`src/rtl/send_arbiter_if.sv`:
```
// Requester byte streams plus the framing ring and length-fifo write
// ports of send_arbiter, bundled with master/slave views.
interface send_arbiter_if #(
  parameter int NREQ     = 4,
  parameter int LEN_BITS = 6
);
  logic [NREQ-1:0]     req_valid;
  logic [8*NREQ-1:0]   req_data;
  logic [NREQ-1:0]     req_last;
  logic [NREQ-1:0]     req_ready;
  logic [NREQ-1:0]     grant;
  logic [7:0]          send_ring_data;
  logic                send_ring_wr_en;
  logic                send_ring_full;
  logic [LEN_BITS-1:0] send_fifo_data;
  logic                send_fifo_wr_en;
  logic                send_fifo_full;
  logic                overflow;

  modport master (
    output req_valid,
    output req_data,
    output req_last,
    output send_ring_full,
    output send_fifo_full,
    input  req_ready,
    input  grant,
    input  send_ring_data,
    input  send_ring_wr_en,
    input  send_fifo_data,
    input  send_fifo_wr_en,
    input  overflow
  );

  modport slave (
    input  req_valid,
    input  req_data,
    input  req_last,
    input  send_ring_full,
    input  send_fifo_full,
    output req_ready,
    output grant,
    output send_ring_data,
    output send_ring_wr_en,
    output send_fifo_data,
    output send_fifo_wr_en,
    output overflow
  );
endinterface

```
`src/rtl/send_arbiter.sv`:
```
// Round-robin arbiter muxing requester byte streams onto the framing
// send ring and posting one length word per message.
module send_arbiter #(
  parameter int NREQ     = 4,
  parameter int LEN_BITS = 6
) (
  input logic           clk,
  input logic           rst,
  send_arbiter_if.slave bus
);
  localparam int IW = (NREQ > 1) ? $clog2(NREQ) : 1;

  typedef enum logic [1:0] {
    IDLE,
    XFER,
    COMMIT
  } state_t;

  state_t              state;
  state_t              state_nx;
  logic [IW-1:0]       gidx;
  logic [IW-1:0]       last_grant;
  logic [IW-1:0]       win;
  logic                found;
  logic [NREQ-1:0]     grant_q;
  logic [LEN_BITS-1:0] cnt;
  logic                trunc;
  logic                vld;
  logic                lst;
  logic                hs;
  logic                at_max;
  logic                wr;

  always_comb begin : rr
    int j;
    logic [IW-1:0] jj;
    win   = '0;
    found = 1'b0;
    j     = 0;
    jj    = '0;
    for (int k = 1; k <= NREQ; k++) begin
      j  = (int'(last_grant) + k) % NREQ;
      jj = IW'(j);
      if (!found && bus.req_valid[jj]) begin
        found = 1'b1;
        win   = jj;
      end
    end
  end

  assign vld    = bus.req_valid[gidx];
  assign lst    = bus.req_last[gidx];
  assign at_max = &cnt;
  assign hs     = (state == XFER) && vld
                  && !bus.send_ring_full;
  // At the length ceiling bytes are still accepted but not written.
  assign wr     = hs && !at_max;

  always_comb begin
    state_nx            = state;
    bus.req_ready       = '0;
    bus.grant           = grant_q;
    bus.send_ring_wr_en = wr;
    bus.send_ring_data  = 8'h00;
    bus.send_fifo_wr_en = 1'b0;
    bus.send_fifo_data  = cnt;
    bus.overflow        = 1'b0;
    unique case (state)
      IDLE: begin
        if (found && !bus.send_fifo_full)
          state_nx = XFER;
      end
      XFER: begin
        bus.req_ready[gidx] = !bus.send_ring_full;
        bus.send_ring_data  =
          bus.req_data[{gidx, 3'b000} +: 8];
        if (hs && lst)
          state_nx = COMMIT;
      end
      COMMIT: begin
        bus.send_fifo_wr_en = 1'b1;
        bus.overflow        = trunc;
        state_nx            = IDLE;
      end
      default: state_nx = IDLE;
    endcase
  end

  always_ff @(posedge clk) begin
    if (rst) begin
      state      <= IDLE;
      grant_q    <= '0;
      gidx       <= '0;
      last_grant <= IW'(NREQ - 1);
      cnt        <= '0;
      trunc      <= 1'b0;
    end else begin
      state <= state_nx;
      unique case (state)
        IDLE: begin
          if (state_nx == XFER) begin
            gidx    <= win;
            grant_q <= NREQ'(1) << win;
            cnt     <= '0;
            trunc   <= 1'b0;
          end
        end
        XFER: begin
          if (wr)
            cnt <= cnt + 1'b1;
          if (hs && at_max)
            trunc <= 1'b1;
        end
        COMMIT: begin
          last_grant <= gidx;
          grant_q    <= '0;
        end
        default: ;
      endcase
    end
  end
endmodule

```
`src/flat_wrapper.sv`:
```
// flat-port wrapper written by rule: the top's interface ports become plain ports
module send_arbiter_flat 
#(
  parameter int NREQ     = 4,
  parameter int LEN_BITS = 6
)
  (clk, rst, bus_req_valid, bus_req_data, bus_req_last, bus_send_ring_full, bus_send_fifo_full, bus_req_ready, bus_grant, bus_send_ring_data, bus_send_ring_wr_en, bus_send_fifo_data, bus_send_fifo_wr_en, bus_overflow);
  send_arbiter_if #(.NREQ(NREQ), .LEN_BITS(LEN_BITS)) bus_i ();
  input logic clk;
  input logic rst;
  input wire logic [$bits(bus_i.req_valid)-1:0] bus_req_valid;
  input wire logic [$bits(bus_i.req_data)-1:0] bus_req_data;
  input wire logic [$bits(bus_i.req_last)-1:0] bus_req_last;
  input wire logic [$bits(bus_i.send_ring_full)-1:0] bus_send_ring_full;
  input wire logic [$bits(bus_i.send_fifo_full)-1:0] bus_send_fifo_full;
  output wire logic [$bits(bus_i.req_ready)-1:0] bus_req_ready;
  output wire logic [$bits(bus_i.grant)-1:0] bus_grant;
  output wire logic [$bits(bus_i.send_ring_data)-1:0] bus_send_ring_data;
  output wire logic [$bits(bus_i.send_ring_wr_en)-1:0] bus_send_ring_wr_en;
  output wire logic [$bits(bus_i.send_fifo_data)-1:0] bus_send_fifo_data;
  output wire logic [$bits(bus_i.send_fifo_wr_en)-1:0] bus_send_fifo_wr_en;
  output wire logic [$bits(bus_i.overflow)-1:0] bus_overflow;
  assign bus_i.req_valid = bus_req_valid;
  assign bus_i.req_data = bus_req_data;
  assign bus_i.req_last = bus_req_last;
  assign bus_i.send_ring_full = bus_send_ring_full;
  assign bus_i.send_fifo_full = bus_send_fifo_full;
  assign bus_req_ready = bus_i.req_ready;
  assign bus_grant = bus_i.grant;
  assign bus_send_ring_data = bus_i.send_ring_data;
  assign bus_send_ring_wr_en = bus_i.send_ring_wr_en;
  assign bus_send_fifo_data = bus_i.send_fifo_data;
  assign bus_send_fifo_wr_en = bus_i.send_fifo_wr_en;
  assign bus_overflow = bus_i.overflow;
  send_arbiter #(.NREQ(NREQ), .LEN_BITS(LEN_BITS)) u_core (.clk(clk), .rst(rst), .bus(bus_i));
endmodule
```
`config.mk`:
```
export PLATFORM = sky130hd
export DESIGN_NAME = send_arbiter_flat
export DESIGN_NICKNAME = d
export VERILOG_FILES = /design/src/rtl/send_arbiter_if.sv /design/src/rtl/send_arbiter.sv /design/src/flat_wrapper.sv
export SDC_FILE = /design/constraint.sdc
export NUM_CORES = 1
export LEC_CHECK = 0
export ABC_CLOCK_PERIOD_IN_PS = 1900
export CAP_MARGIN = 0
export CELL_PAD_IN_SITES_DETAIL_PLACEMENT = 1
export CELL_PAD_IN_SITES_GLOBAL_PLACEMENT = 2
export CORE_ASPECT_RATIO = 0.7
export CORE_UTILIZATION = 21
export CTS_CLUSTER_SIZE = 10
export DETAILED_ROUTE_END_ITERATION = 8
export PLACE_DENSITY = 0.91
export SLEW_MARGIN = 5
export SYNTH_ARGS = -nofsm -noshare
export SYNTH_HDL_FRONTEND = slang
export SYNTH_SLANG_ARGS = --single-unit
```
`constraint.sdc`:
```
create_clock -name clk -period 1.9 [get_ports clk]
set_clock_uncertainty 0.1 [all_clocks]
set_input_delay 0.19 -clock clk [delete_from_list [all_inputs] [get_ports clk]]
set_output_delay 0.19 -clock clk [all_outputs]
set_load 0.005 [all_outputs]
```
# Word-level counts from Yosys, hierarchy flattened
# Cells that the tools add are included.
# classes
n_addsub	5
magnitude_cmp	6
n_eq_ne	6
shift	2
muxes	37
bitwise_logic	1
reduce_logical	24
# ops
operator	n
indexed part select 32 x 6 -> 8 bit	1
< comparator 2 x 3 -> 1 bit, second input constant	5
two-way mux 1 bit	15
binary-select mux 1 bit (select 2 bit)	6
two-way mux 2 bit	6
two-way mux 6 bit	2
case mux 6 bit (2 select lines)	1
logical AND 1 bit	10
two-way mux 4 bit	2
two-way mux 8 bit	1
case mux 4 bit (2 select lines)	1
adder 6 x 1 -> 6 bit, second input constant	1
zero test 1 bit	6
AND reduction 3 bit	2
AND reduction 6 bit	1
adder 2 x 1 -> 2 bit, second input constant	2
adder 2 bit, second input constant	2
AND 4 bit	1
equality test 2 x 1 -> 1 bit, second input constant	2
!= test 2 bit, second input constant	2
case mux 2 bit (2 select lines)	1
AND reduction 2 bit	2
nonzero test 2 bit	2
left shift 1 x 2 -> 4 bit, first input constant	1
other kinds (6)	6
# totals
register_bits	17
in_bits	44

# Longest topological paths before layout
# Gate-level depths: netlist of run 1.
# depth
ltp_word	19
depth_mapped	5
mapped_depth_nobuf	5

# Least setup slack after synthesis of run 1
# Ideal clock, no wire load.
# synth_path
path_type	register to register
startpoint	reg u_core.gidx[0]
endpoint	reg u_core.cnt[1], in the netlist u_core.bus.send_fifo_data[1]
setup_ps	120
t_arrival_ps	1384
t_required_ps	1680
setup_slack_ps	297
stages_incl_launch_ff	6
path_buffers	1
period_less_slack_ps	1603
cell_sequence	dfxtp_1 buf_6 mux4_2 o211ai_4 mux2i_1 nor2_1
# synth_between
elab_chain_cells	10
elab_cells_between_ends	14
cone_classes	3 x eq/ne; 6 x mux; 5 x reduce/logical
# synth_lines
element	line	source
start, declared	send_arbiter.sv:21	logic [IW-1:0] gidx;
start signal, assigned	send_arbiter.sv:102	gidx <= win;
binary-select mux 1 bit (select 2 bit)	send_arbiter.sv:51	assign vld = bus.req_valid[gidx];
two-way mux 1 bit (not written as such)	send_arbiter.sv:51	
logical AND 1 bit	send_arbiter.sv:54	assign hs = (state == XFER) && vld
logical AND 1 bit	send_arbiter.sv:55	&& !bus.send_ring_full;
logical AND 1 bit	send_arbiter.sv:77	if (hs && lst)
two-way mux 2 bit	send_arbiter.sv:77	
case mux 2 bit (2 select lines)	send_arbiter.sv:68	unique case (state)
equality test 2 x 1 -> 1 bit	send_arbiter.sv:101	if (state_nx == XFER) begin
!= test 2 x 1 -> 1 bit (no line)	n/a	
AND reduction 3 bit (no line) *	n/a	
end signal, assigned	send_arbiter.sv:110	cnt <= cnt + 1'b1;
end, declared	send_arbiter.sv:26	logic [LEN_BITS-1:0] cnt;
# Mark *: on every way between the ends. The rest lies on a longest branch, timed or not. The select of a mux whose other input is x is not followed.
# A chain may end at the register's enable or synchronous reset.

# Worst setup path in the final report of run 1
# layout_path
startpoint	reg u_core.state[0]
endpoint	out bus_req_ready[2]
# layout_between
elab_chain_cells	2
# layout_lines
element	line	source
start, declared	send_arbiter.sv:19	state_t state;
start signal, assigned	send_arbiter.sv:98	state <= state_nx;
equality test 2 x 1 -> 1 bit	send_arbiter.sv:68	
two-way mux 4 bit	send_arbiter.sv:68	
end, declared	flat_wrapper.sv:16	output wire logic [$bits(bus_i.req_ready)-1:0] bus_req_ready;
# Every way passes these cells.

==> run metrics, run 1 <==
final setup vio count 0; WL per Instance 14.3 um; syn nets 169; Antenna Cells 0; global-route wire length before repair 6560 um; layout cells sized above 1 28.1%; worst hold start u_core.bus.send_fifo_data[5]; worst slew pin tran 735 ps; status completed; Final Non-Filler Cells approximately 290; Synth cell types 39; worst hold path type reg -> reg; most frequent cells in the layout clkdlybuf4s50_1, buf_4, dfxtp_1; Tot GR Track Use 14.0%; R2R cell count 6; worst hold slack slightly above 400 ps; Worst R2R End u_core.bus.send_fifo_data[3]; clock buffer count from CTS 3; Seq cells post-synth 17; total power 1020 uW; vias in the first global route 1,355; routed vias/inst roughly 4.5; vias 1,299; Pre-antenna DRT Iters 3; CP max FO 5; total gr overflow 0; PwrDens 462 mW/mm^2; CTS H-tree lvls 1; Clock Root Buffer clkbuf_8; Max Cap Viol 0; clk buf depth 2; CTS sink cnt 17; post-route minimum period 1890 ps; core box area approximately 0.0053 mm^2; Net Sw Frac roughly a quarter; GP Congestion 0.757; Area Growth Syn to Fin 86.6%; WP data required 1610 ps; VDD IR max 0.438 mV; Leak 0.000875 uW; critical path launch point type flop; residual DRC count 0; flop2flop setup slack ~150 ps; final WL 4120 um; RSZ-0062 raised after global routing true; drt initial violations 43; Slew Limit Headroom about half; most common cell after layout, fill and taps aside clkdlybuf4s50_1; Post-Syn Area 0.00118 mm^2; sequential share of the synthesized area roughly 29%; number of port buffers 68; path type of the worst setup path reg -> out; Worst EP arrival 1600 ps; dpl ws -187 ps; Cells after DPL 277; post-route ant nets 0; Clock transition at path regs 70 ps; Skew-Pair Late Insertion Delay 250 ps; Final period util between 90 and 100%; Die Y 64.8 um; count of pins over their slew limit 0; Reg2Reg Launch Point u_core.gidx[0]; Die X 91.7 um; Hold Path Depth 2; IO Count 69; Detailed Place HPWL 3180 um; Comb pwr share 36.0%; critical path endpoint category output pin; clock power share 26.6%; Syn. warnings 0; setup ws final about 12 ps; Mapped Avg Cell Area 9.55 um^2; Synth Instances ~120; number of hold-slack violations in the final timing report 0; hold endpoint u_core.bus.send_fifo_data[5]; CTS tree built; Sequential Power Share between 30% and 40%; Die ar. 0.00595 mm^2; post-cts hold buffer count 0; NetSw 264 uW; Internal Power 756 uW; num rows 22; Final #Nets 263; pin count of the biggest net entering global routing 14; Max Freq around 0.53 GHz; initial antenna violation count 0; Initial Util 22.2%; Final Core Density approximately two fifths
## kinds of logic (layout without fill, tap and decap cells)
logic type / after synthesis / count (layout) / synth area share, %
flops: 17 / 17 / 28.8
buf+inv: 12 / 105 / 4.65
simple gates: 56 / 56 / 27.1
compound gates: 24 / 24 / 15.0
mux: 12 / 12 / 22.0
xor+xnor: 2 / 2 / 1.48
fa+ha+maj: 1 / 1 / 1.06
## worst max-delay path, stage by stage, from the launching register on
cell and delay [ps]:
dfxtp_2 400, nor3b_4 250, nand2_1 80, nor2_1 100, clkdlybuf4s50_1 510
## state kept, by name (all words and copies together) (netlist names)
register and cells:
u_core.gidx 2, u_core.state 2, u_core.bus.grant 4, u_core.trunc 1
u_core.last_grant 2, u_core.bus.send_fifo_data 6
## timing repair
action,in CTS,in global routing
resized for setup,49,7
pin swaps,0,1
setup buffers,8,0
endpoints found under the setup margin,15,13
## cell usage after synthesis
library cell / instances / area, um^2
dfxtp_1: 17 / 340
mux4_1: 4 / 105
or3_1: 2 / 12.5
inv_1: 4 / 15.0
or4_1: 1 / 7.51
a211o_1: 2 / 17.5
nand3b_1: 1 / 7.51
a31o_2: 2 / 17.5
mux4_2: 6 / 135
a21oi_1: 6 / 30.0
a31oi_1: 1 / 6.26
o22ai_1: 1 / 6.26
o2111ai_1: 1 / 8.76
nand2_1: 8 / 30.0
a32oi_1: 1 / 8.76
a22oi_1: 1 / 7.51
xor2_1: 2 / 17.5
nor4_1: 3 / 18.8
nor2_1: 12 / 45.0
o211ai_4: 1 / 21.3
o31ai_1: 2 / 15.0
and3_1: 3 / 18.8
and2_1: 1 / 6.26
mux2i_1: 2 / 20.0
ha_1: 1 / 12.5
or4b_1: 2 / 20.0
o32ai_1: 1 / 8.76
a211oi_1: 1 / 7.51
o21ai_0: 3 / 15.0
buf_2: 2 / 10.0
nand3_1: 3 / 15.0
nor3b_4: 1 / 18.8
buf_6: 1 / 11.3
nand2b_1: 5 / 31.3
and4_1: 1 / 8.76
clkbuf_1: 5 / 18.8
nor3_1: 1 / 5.00
a21o_1: 1 / 7.51
nor2b_1: 12 / 75.1
## per-stage QoR
stage	cell area (um^2)	setup TNS, ps
3_5_place_dp	2080	-1590
6_report	2210	0
4_1_cts	2190	-38.3
2_1_floorplan	1180	0
3_3_place_gp	2080	-1370
5_1_grt	2210	-323
## power by group through the flow
stage	Clock [uW]	Combinational (uW)	Sequential, uW
2_1_floorplan	0	135	382
3_3_place_gp	0	325	388
3_5_place_dp	0	331	388
4_1_cts	277	359	382
5_1_grt	295	394	383
6_report	271	367	382
## per-layer routing
metal / wire [um] / share of wire [%] / vias to the layer above / track usage (%)
met2: 1830 / 44 / 51 / 24.3
met5: 0 / 0 / - / 0
met4: 8 / 0.19 / 0 / 1.17
met1: 2010 / 49 / 594 / 18.4
li1: - / - / 652 / -
met3: 280 / 6.8 / 2 / 3.29
## area by class of cell
type                    instances  area, um^2
fillers                       617        3130
well taps                      72        90.1
inverters                       4        15.0
multi-input cells              95         807
clock buffers                   3        41.3
clock inverters                 1        5.00
repair buffers                 97         903
flip-flops and latches         17         347
## worst max path at each step
stage / from / to / slack [ps] / depth (start not counted)
final: u_core.state[0] / bus_req_ready[2] / 10 / 4
after global routing: bus_req_valid[0] / u_core.bus.grant[3] / -70 / 5
after CTS: u_core.gidx[0] / bus_send_ring_data[7] / -40 / 5
after detailed placement: bus_req_valid[3] / bus_send_ring_wr_en / -190 / 5
after global placement: bus_req_valid[3] / bus_send_ring_wr_en / -160 / 5
after floorplan: u_core.gidx[0] / u_core.bus.send_fifo_data[1] / 300 / 5
(Power assumes the default switching activity.)
==> inputs of run 2 (changes only) <==
Settings changed: SLEW_MARGIN 5 to 20.
==> results of run 2 <==
No change in the layout: final DEF, timing and power equal those of run 1.
==> inputs of run 3 (changes only) <==
Settings changed: SLEW_MARGIN 20 to 0.
==> results of run 3 <==
No change in the layout: final DEF, timing and power equal those of run 1.
